File: src/rtl/dma_scheduler.sv
// dma_scheduler: two-requester round-robin front end for a register-programmed
// DMA engine. Ports:
//   clock, clock_sreset          - rising-edge clock, synchronous active-high reset
//   rq_req[1:0]                  - level requests, held until the matching rq_done
//   rq_src*/rq_dst*/rq_count*    - per-requester source, destination, word count
//   rq_done[1:0], rq_err[1:0]    - one-cycle completion pulse and error qualifier
//   busy, grant                  - FSM not idle; current/last granted requester
//   m_address/m_writedata/m_write/m_waitrequest - DMA register write master
//   dma_irq                      - DMA completion interrupt (level)
module dma_scheduler #(
    parameter logic [31:0] TIMEOUT_CYCLES = 32'd1000000
) (
    input  logic        clock,
    input  logic        clock_sreset,
    input  logic [1:0]  rq_req,
    input  logic [31:0] rq_src0,
    input  logic [31:0] rq_src1,
    input  logic [31:0] rq_dst0,
    input  logic [31:0] rq_dst1,
    input  logic [31:0] rq_count0,
    input  logic [31:0] rq_count1,
    output logic [1:0]  rq_done,
    output logic [1:0]  rq_err,
    output logic        busy,
    output logic        grant,
    output logic [3:0]  m_address,
    output logic [31:0] m_writedata,
    output logic        m_write,
    input  logic        m_waitrequest,
    input  logic        dma_irq
);

    localparam logic [3:0] A_CTRL = 4'd0;
    localparam logic [3:0] A_CMD  = 4'd1;
    localparam logic [3:0] A_SRC  = 4'd2;
    localparam logic [3:0] A_DST  = 4'd3;
    localparam logic [3:0] A_CNT  = 4'd4;

    typedef enum logic [3:0] {
        IDLE,
        WR_SRC,
        WR_DST,
        WR_CNT,
        WR_GO,
        WAIT_IRQ,
        WR_CLR,
        ABORT_RST,
        ABORT_CLR,
        WAIT_CLR,
        DONE
    } state_t;

    state_t      state_q, state_d;
    logic        grant_q, grant_d;
    logic        prio_q, prio_d;
    logic        err_q, err_d;
    logic [31:0] src_q, src_d;
    logic [31:0] dst_q, dst_d;
    logic [31:0] cnt_q, cnt_d;
    logic [31:0] tmo_q, tmo_d;

    logic        pick;
    logic [31:0] cnt_sel;

    always_ff @(posedge clock) begin
        if (clock_sreset) begin
            state_q <= IDLE;
            grant_q <= 1'b0;
            prio_q  <= 1'b0;
            err_q   <= 1'b0;
            src_q   <= '0;
            dst_q   <= '0;
            cnt_q   <= '0;
            tmo_q   <= '0;
        end else begin
            state_q <= state_d;
            grant_q <= grant_d;
            prio_q  <= prio_d;
            err_q   <= err_d;
            src_q   <= src_d;
            dst_q   <= dst_d;
            cnt_q   <= cnt_d;
            tmo_q   <= tmo_d;
        end
    end

    always_comb begin
        state_d     = state_q;
        grant_d     = grant_q;
        prio_d      = prio_q;
        err_d       = err_q;
        src_d       = src_q;
        dst_d       = dst_q;
        cnt_d       = cnt_q;
        tmo_d       = tmo_q;
        rq_done     = 2'b00;
        rq_err      = 2'b00;
        m_write     = 1'b0;
        m_address   = 4'd0;
        m_writedata = 32'd0;
        // prio_q names the requester that wins a tie; a lone request wins outright
        pick        = (rq_req == 2'b11) ? prio_q : rq_req[1];
        cnt_sel     = pick ? rq_count1 : rq_count0;

        unique case (state_q)
            IDLE: begin
                if (rq_req != 2'b00) begin
                    grant_d = pick;
                    prio_d  = ~pick;
                    src_d   = pick ? rq_src1 : rq_src0;
                    dst_d   = pick ? rq_dst1 : rq_dst0;
                    cnt_d   = cnt_sel;
                    err_d   = (cnt_sel == 32'd0);
                    state_d = (cnt_sel == 32'd0) ? DONE : WR_SRC;
                end
            end
            WR_SRC: begin
                m_write     = 1'b1;
                m_address   = A_SRC;
                m_writedata = src_q;
                if (!m_waitrequest) state_d = WR_DST;
            end
            WR_DST: begin
                m_write     = 1'b1;
                m_address   = A_DST;
                m_writedata = dst_q;
                if (!m_waitrequest) state_d = WR_CNT;
            end
            WR_CNT: begin
                m_write     = 1'b1;
                m_address   = A_CNT;
                m_writedata = cnt_q;
                if (!m_waitrequest) state_d = WR_GO;
            end
            WR_GO: begin
                m_write     = 1'b1;
                m_address   = A_CTRL;
                m_writedata = 32'h3;
                if (!m_waitrequest) begin
                    tmo_d   = 32'd0;
                    state_d = WAIT_IRQ;
                end
            end
            WAIT_IRQ: begin
                tmo_d = tmo_q + 32'd1;
                // an interrupt arriving on the timeout cycle still counts as success
                if (dma_irq) begin
                    state_d = WR_CLR;
                end else if (tmo_d >= TIMEOUT_CYCLES) begin
                    err_d   = 1'b1;
                    state_d = ABORT_RST;
                end
            end
            WR_CLR: begin
                m_write     = 1'b1;
                m_address   = A_CMD;
                m_writedata = 32'h2;
                if (!m_waitrequest) state_d = WAIT_CLR;
            end
            ABORT_RST: begin
                m_write     = 1'b1;
                m_address   = A_CMD;
                m_writedata = 32'h1;
                if (!m_waitrequest) state_d = ABORT_CLR;
            end
            ABORT_CLR: begin
                m_write     = 1'b1;
                m_address   = A_CMD;
                m_writedata = 32'h2;
                if (!m_waitrequest) state_d = WAIT_CLR;
            end
            WAIT_CLR: begin
                if (!dma_irq) state_d = DONE;
            end
            DONE: begin
                rq_done[grant_q] = 1'b1;
                rq_err[grant_q]  = err_q;
                state_d          = IDLE;
            end
            default: begin
                state_d = IDLE;
            end
        endcase
    end

    assign busy  = (state_q != IDLE);
    assign grant = grant_q;

endmodule

File: config.mk
export PLATFORM = sky130hd
export DESIGN_NAME = dma_scheduler
export DESIGN_NICKNAME = d
export VERILOG_FILES = /design/src/rtl/dma_scheduler.sv
export SDC_FILE = /design/constraint.sdc
export NUM_CORES = 1
export LEC_CHECK = 0
export CORE_ASPECT_RATIO = 0.7
export CORE_MARGIN = 4
export CORE_UTILIZATION = 44
export CTS_BUF_LIST = sky130_fd_sc_hd__clkbuf_2 sky130_fd_sc_hd__clkbuf_4 sky130_fd_sc_hd__clkbuf_8
export DETAILED_ROUTE_END_ITERATION = 6
export PLACE_DENSITY = 0.77
export SLEW_MARGIN = 20
export SYNTH_ARGS = -nofsm -noshare
export SYNTH_HDL_FRONTEND = slang
export SYNTH_SLANG_ARGS = --single-unit
File: constraint.sdc
create_clock -name clock -period 2.6 [get_ports clock]
set_input_delay 0.26 -clock clock [delete_from_list [all_inputs] [get_ports clock]]
set_output_delay 0.26 -clock clock [all_outputs]
set_load 0.03 [all_outputs]
After elaboration in Yosys (flattened, before gate mapping)

Cells that the tools add are included.

Bits in registers: 135
Output and inout port bits: 43
Word-level logic and storage cells: 79

Add/subtract/negate cells: 1
Order comparisons: 3
Equal/unequal tests: 22
Muxes and demuxes: 29
Bitwise logic cells: 2
Reductions and logical operators: 14

Operators with widths:

| cell                                                                | number |
|---|---|
| one-hot mux 32 bit (6 select lines)                                 | 1 |
| two-way mux 32 bit                                                  | 4 |
| one-hot mux 32 bit (2 select lines)                                 | 1 |
| two-way mux 4 bit                                                   | 11 |
| one-hot mux 4 bit (9 select lines)                                  | 1 |
| adder 32 x 1 -> 32 bit, second input constant                       | 1 |
| greater-or-equal comparator 32 x 20 -> 1 bit, second input constant | 1 |
| logical NOT 32 bit                                                  | 1 |
| inequality test 2 bit, second input constant                        | 10 |
| equality test 4 x 3 -> 1 bit, second input constant                 | 4 |
| equality test 4 bit, second input constant                          | 3 |
| one-hot mux 3 bit (4 select lines)                                  | 1 |
| AND reduction 9 bit                                                 | 1 |
| equality test 4 x 2 -> 1 bit, second input constant                 | 2 |
| OR reduction 7 bit                                                  | 1 |
| two-way mux 1 bit                                                   | 6 |
| nonzero test 2 bit                                                  | 3 |
| equality test 4 x 1 -> 1 bit, second input constant                 | 1 |
| logical NOT 4 bit                                                   | 1 |
| two-way mux 2 bit                                                   | 2 |
| AND reduction 2 bit                                                 | 2 |
| AND reduction 4 bit                                                 | 1 |
| nonzero test 4 bit                                                  | 1 |
| inequality test 3 bit, second input constant                        | 1 |
| 10 further kinds                                                    | 10 |

Logic depth before layout (Yosys ltp)

Depth in word-level cells: 7
Mapped depth: 10
Mapped depth without buffers: 9

Least setup slack after synthesis

Ideal clock, no wire load.

Path kind: reg2reg
Start point: reg tmo_q[3]
End point: reg state_q[1]
Library setup time: 0.131 ns
Data arrival time: 2.366 ns
Slack: 0.103 ns
Cell stages (with the launch flop): 10
Clock period less this slack: 2.497 ns
Cell sequence: dfxtp_1 buf_2 nand4_2 or4_2 o311ai_0 a21oi_1 a211oi_1 and4bb_1 a31oi_1 o32ai_1

Longest elaborated chain between the ends: 4

RTL lines:

| what                                         | RTL line | source |
|---|---|---|
| from (decl)                                  | 60       | `logic [31:0] tmo_q, tmo_d;` |
| from (signal assigned)                       | 83       | `tmo_q <= tmo_d;` |
| adder 32 x 1 -> 32 bit                       | 145      | `tmo_d = tmo_q + 32'd1;` |
| greater-or-equal comparator 32 x 20 -> 1 bit | 149      | `end else if (tmo_d >= TIMEOUT_CYCLES) begin` |
| inequality test 3 bit (no line)              | --       |  |
| AND reduction 9 bit (no line)                | --       |  |
| to (signal assigned)                         | 76       | `state_q <= state_d;` |
| to (decl)                                    | 53       | `state_t state_q, state_d;` |

No other way between the ends.
A chain may end at the register's enable or synchronous reset.

Worst setup path in the final report

Start point: reg tmo_q[6]
End point: reg state_q[1]

Same word-level chain as after synthesis.

==> flow_summary.rst <==
.. list-table::
   :header-rows: 1

   * - Metric
     - Value
   * - Outcome
     - complete, no violations
   * - Final max-slew violation count
     - 0
   * - Antenna diodes
     - 0
   * - H-tree depth
     - 4
   * - Die height
     - 118.7 um
   * - Post-route core utilization
     - 64.30%
   * - Buffer and inverter count on the worst path
     - 0
   * - Initial Utilization
     - 44.85%
   * - DR pass1 iterations
     - 5
   * - CTS Sinks
     - 135
   * - Top Ports
     - 241
   * - Leakage component of the power
     - 4.116 nW
   * - Routed wirelength normalized by instance count
     - 19.61 um
   * - Horizontal extent of the die
     - 166.1 um
   * - Final worst slack
     - 0.0006619 ns
   * - Post-CTS clock slew at the launch and capture registers of the worst setup and hold paths
     - 0.08 ns
   * - Fill cell count
     - 1464
   * - Synthesized netlist net count
     - 1224
   * - Hold worst-path end
     - tmo_q[19]$_SDFFE_PP0P_
   * - PD cells
     - 769.2 nW/um^2
   * - Type of the worst setup path
     - flip-flop to flip-flop
   * - Cells after synthesis
     - 1025
   * - Aggregate global routing overflow
     - 0
   * - Placed insts
     - 1453
   * - Area overhead of the layout relative to synthesis
     - 43.35%
   * - Via count of the first global-routing pass
     - 8111
   * - Remaining design rule violation count
     - 0
   * - Routed WL
     - 29.22 mm
   * - Slowest cell on crit path
     - sky130_fd_sc_hd__or4_4
   * - Count of state elements after synthesis
     - 135
   * - Hold path depth
     - 2
   * - Final critical-path required period
     - 2.599 ns
   * - Skew-Pair Late Insertion Delay
     - 0.45 ns
   * - Remaining max-slew budget at the tightest pin
     - 58.32%
   * - Family of cells with the greatest summed delay on the critical path
     - simple AND/OR/NAND/NOR gates
   * - Commonest register cell after synthesis
     - sky130_fd_sc_hd__dfxtp_1
   * - Biggest cell delay along the critical path
     - 0.60 ns
   * - Upper clock frequency limit
     - 384.7 MHz
   * - Clock root buffer master
     - sky130_fd_sc_hd__clkbuf_8
   * - CP startpoint kind
     - flip-flop
   * - Area of all sequential standard cells
     - 2719 sq um
   * - Worst Max-Slew Pin Slew
     - 0.6252 ns
   * - Final Power
     - 0.008490 W
   * - Count of max-cap constraint violations
     - 0
   * - Number of flops mapped to enable cells by yosys
     - 0
   * - Total Die Area
     - 19710 sq um
   * - Final worst path period share
     - 99.97%
   * - Arrival time of the worst setup path
     - 2.95 ns
   * - Via/cell ratio
     - 5.894
   * - Share of synthesized flip-flops with an asynchronous set or reset
     - 0%
   * - Pre-CTS WS
     - -0.1068 ns
   * - R2R Path End
     - state_q[1]$_SDFFE_PP0P_
   * - RSZ-0062 raised after global routing
     - true
   * - Std-Cell Core Area
     - 17170 sq um
   * - Critical path endpoint category
     - flip-flop
   * - Final worst clock skew
     - 0.007265 ns
   * - Count of buffers from port buffering
     - 239
   * - Summed negative setup slack over all endpoints
     - 0 ns
   * - Library cells used by synthesis
     - 64
   * - Clock buffer count from CTS
     - 17
   * - Final estimated routing congestion in global placement
     - 0.9475
   * - Hold violation total from the final report
     - 0
   * - Cells on worst reg2reg path
     - 8
   * - Sum of net half-perimeters after detailed placement
     - 21.69 mm
   * - Start point of the worst min-delay path
     - clock_sreset
   * - Detail Route Antenna Nets
     - 0
   * - Hold-fix buffer count after cts
     - 0
   * - Register area share after synthesis
     - 35.10%
   * - Area of the multi-input gates
     - 4671 sq um
   * - Layout cells sized above 1
     - 15.97%
   * - Number of cell rows
     - 40
   * - Worst supply voltage drop on vdd
     - 574.5 uV
   * - Per-instance average area after synthesis
     - 7.512 sq um
   * - Required time worst endpoint
     - 2.96 ns
   * - Number of standard cells in the layout, taps in and fillers out
     - 1490
   * - Critical Path, Cell by Cell
     - nand3_4 > or4_4 > nor4b_4 > and3_1 > o211ai_1 > and4bb_1 > a31oi_1 > o32ai_1
   * - Pin count of the biggest net entering global routing
     - 82
   * - Mapped cell area
     - 7700 sq um
   * - Antenna violations before repair
     - 0
   * - CTS tree
     - built
   * - Total number of nets in the final design
     - 1445
   * - Routed vias
     - 8782
   * - Final setup fails
     - 0
   * - Setup slack on the worst flop-to-flop path
     - 0.0007 ns
   * - Detailed router's first-iteration violation count
     - 826
   * - Clock Tree Buf Depth
     - 2
   * - Worst min path class
     - input port to flip-flop
   * - Synth Warn #
     - 0
   * - Reg2reg start
     - tmo_q[6]$_SDFFE_PP0P_
   * - Overall routing resource usage
     - 28.42%
   * - Wire length of the first global-routing pass
     - 44.84 mm
   * - Maximum fanout along the worst path
     - 6
## synthesized netlist by cell type (2+ instances only)
master | n | area (sq um)
sky130_fd_sc_hd__and3_1 | 5 | 31.28
sky130_fd_sc_hd__and2_1 | 6 | 37.54
sky130_fd_sc_hd__o31a_1 | 3 | 26.28
sky130_fd_sc_hd__a22oi_1 | 38 | 285.3
sky130_fd_sc_hd__o22ai_1 | 2 | 12.51
sky130_fd_sc_hd__nand2b_1 | 3 | 18.77
sky130_fd_sc_hd__buf_2 | 5 | 25.02
sky130_fd_sc_hd__a21oi_1 | 32 | 160.2
sky130_fd_sc_hd__nor3_1 | 20 | 100.1
sky130_fd_sc_hd__nand3b_1 | 3 | 22.52
sky130_fd_sc_hd__or4_1 | 4 | 30.03
sky130_fd_sc_hd__and4_1 | 3 | 26.28
sky130_fd_sc_hd__o21ai_0 | 28 | 140.1
sky130_fd_sc_hd__a31oi_1 | 71 | 444.2
sky130_fd_sc_hd__o211ai_1 | 2 | 15.01
sky130_fd_sc_hd__nor2_1 | 117 | 439.2
sky130_fd_sc_hd__nand4_1 | 16 | 100.1
sky130_fd_sc_hd__nor2b_1 | 6 | 37.54
sky130_fd_sc_hd__inv_1 | 7 | 26.28
sky130_fd_sc_hd__or4_2 | 4 | 35.03
sky130_fd_sc_hd__a31o_2 | 2 | 17.52
sky130_fd_sc_hd__nor4_1 | 22 | 137.6
sky130_fd_sc_hd__nand2_1 | 160 | 600.6
sky130_fd_sc_hd__xor2_1 | 3 | 26.28
sky130_fd_sc_hd__buf_6 | 2 | 22.52
sky130_fd_sc_hd__a211oi_1 | 38 | 285.3
sky130_fd_sc_hd__dfxtp_1 | 135 | 2703
sky130_fd_sc_hd__mux2_2 | 32 | 360.4
sky130_fd_sc_hd__mux2i_1 | 35 | 350.3
sky130_fd_sc_hd__buf_1 | 5 | 18.77
sky130_fd_sc_hd__o32ai_1 | 2 | 17.52
sky130_fd_sc_hd__a311oi_1 | 8 | 70.07
sky130_fd_sc_hd__or2_2 | 4 | 25.02
sky130_fd_sc_hd__clkbuf_1 | 85 | 319.1
sky130_fd_sc_hd__or3_1 | 6 | 37.54
sky130_fd_sc_hd__xnor2_1 | 2 | 17.52
sky130_fd_sc_hd__nand3_1 | 82 | 410.4
## per-layer routing
| layer | vias to the layer above | track usage (%) | wire [um] |
|---|---|---|---|
| met3 | 45 | 10.20 | 3446 |
| met2 | 505 | 39.98 | 11970 |
| met1 | 4048 | 40.09 | 12990 |
| met4 | 0 | 9.737 | 812 |
| li1 | 4184 | - | - |
| met5 | - | 0 | 0 |
## through the flow
step           hold slack (ns)  area, sq um
2_1_floorplan           0.4104         7700
3_3_place_gp            0.4626        10490
3_5_place_dp            0.4677        10490
4_1_cts                 0.2202        10920
5_1_grt                 0.2360        11040
6_report                0.2587        11040
## power by group
part	internal, W	total, W	switching [W]
logic	0.00151	0.00371	0.00221
clock network	0.00104	0.00189	0.000858
registers	0.00255	0.00288	0.000334
total	0.00509	0.00849	0.00340
## repair_timing
item,in CTS,in global routing
resized for setup,7,24
buffers inserted,0,5
setup endpoints to repair,10,20
pin swaps,0,8
cloned,0,0
## layout make-up
class | instances | area share, %
Clock inverter | 11 | 1.315
Clock buffer | 21 | 2.562
Sequential cell | 135 | 24.63
Inverter | 7 | 0.2380
Tap cell | 231 | 2.618
Multi-Input combinational cell | 784 | 42.31
Timing Repair Buffer | 301 | 26.32
## flip-flops by register name, indices dropped and copies added (netlist names)
signal and cells:
cnt_q 32, tmo_q 32, prio_q 1, grant 1, err_q 1, src_q 32, dst_q 32, state_q 4
## logic make-up after synthesis
kind of cell             share of synthesized area [%]
AND/OR/NAND/NOR                                  29.22
AO/OA/AOI/OAI                                    20.17
flip-flops                                       35.10
buffers and inverters                            5.509
multiplexers                                     9.230
XOR/XNOR                                        0.5688
adder cells (fa/ha/maj)                         0.1625
other                                          0.04870
## cells in the final DEF, fill, tap and decap left out, types with 4 or more instances in the layout
| master | count |
|---|---|
| sky130_fd_sc_hd__a31oi_1 | 71 |
| sky130_fd_sc_hd__a21oi_1 | 32 |
| sky130_fd_sc_hd__nor3_1 | 20 |
| sky130_fd_sc_hd__or4_2 | 4 |
| sky130_fd_sc_hd__mux2i_1 | 35 |
| sky130_fd_sc_hd__nor2_1 | 114 |
| sky130_fd_sc_hd__buf_4 | 84 |
| sky130_fd_sc_hd__nor2b_1 | 5 |
| sky130_fd_sc_hd__clkbuf_8 | 20 |
| sky130_fd_sc_hd__dfxtp_1 | 126 |
| sky130_fd_sc_hd__or4_1 | 4 |
| sky130_fd_sc_hd__clkdlybuf4s50_1 | 201 |
| sky130_fd_sc_hd__nand4_1 | 16 |
| sky130_fd_sc_hd__a311oi_1 | 8 |
| sky130_fd_sc_hd__buf_12 | 10 |
| sky130_fd_sc_hd__inv_1 | 6 |
| sky130_fd_sc_hd__mux2_2 | 32 |
| sky130_fd_sc_hd__or3_1 | 6 |
| sky130_fd_sc_hd__a22oi_1 | 37 |
| sky130_fd_sc_hd__nor4_1 | 21 |
| sky130_fd_sc_hd__nand3_1 | 81 |
| sky130_fd_sc_hd__nand2_1 | 159 |
| sky130_fd_sc_hd__a211oi_1 | 37 |
| sky130_fd_sc_hd__dfxtp_2 | 7 |
| sky130_fd_sc_hd__or2_2 | 4 |
| sky130_fd_sc_hd__and3_1 | 5 |
| sky130_fd_sc_hd__and2_1 | 6 |
| sky130_fd_sc_hd__o21ai_0 | 27 |
## worst max-delay path by stage
stage	to	slack [ns]	depth (start not counted)	startpoint
after floorplan	state_q[1]$_SDFFE_PP0P_	0.10	9	tmo_q[3]$_SDFFE_PP0P_
after detailed placement	state_q[1]$_SDFFE_PP0P_	-0.11	8	tmo_q[12]$_SDFFE_PP0P_
after global routing	state_q[1]$_SDFFE_PP0P_	-0.14	8	tmo_q[6]$_SDFFE_PP0P_
final	state_q[1]$_SDFFE_PP0P_	0.0007	8	tmo_q[6]$_SDFFE_PP0P_
after CTS	m_address[0]	0.02	4	state_q[2]$_SDFFE_PP0P_
after global placement	state_q[1]$_SDFFE_PP0P_	-0.04	8	tmo_q[12]$_SDFFE_PP0P_
Power figures use the tool's default switching activity.
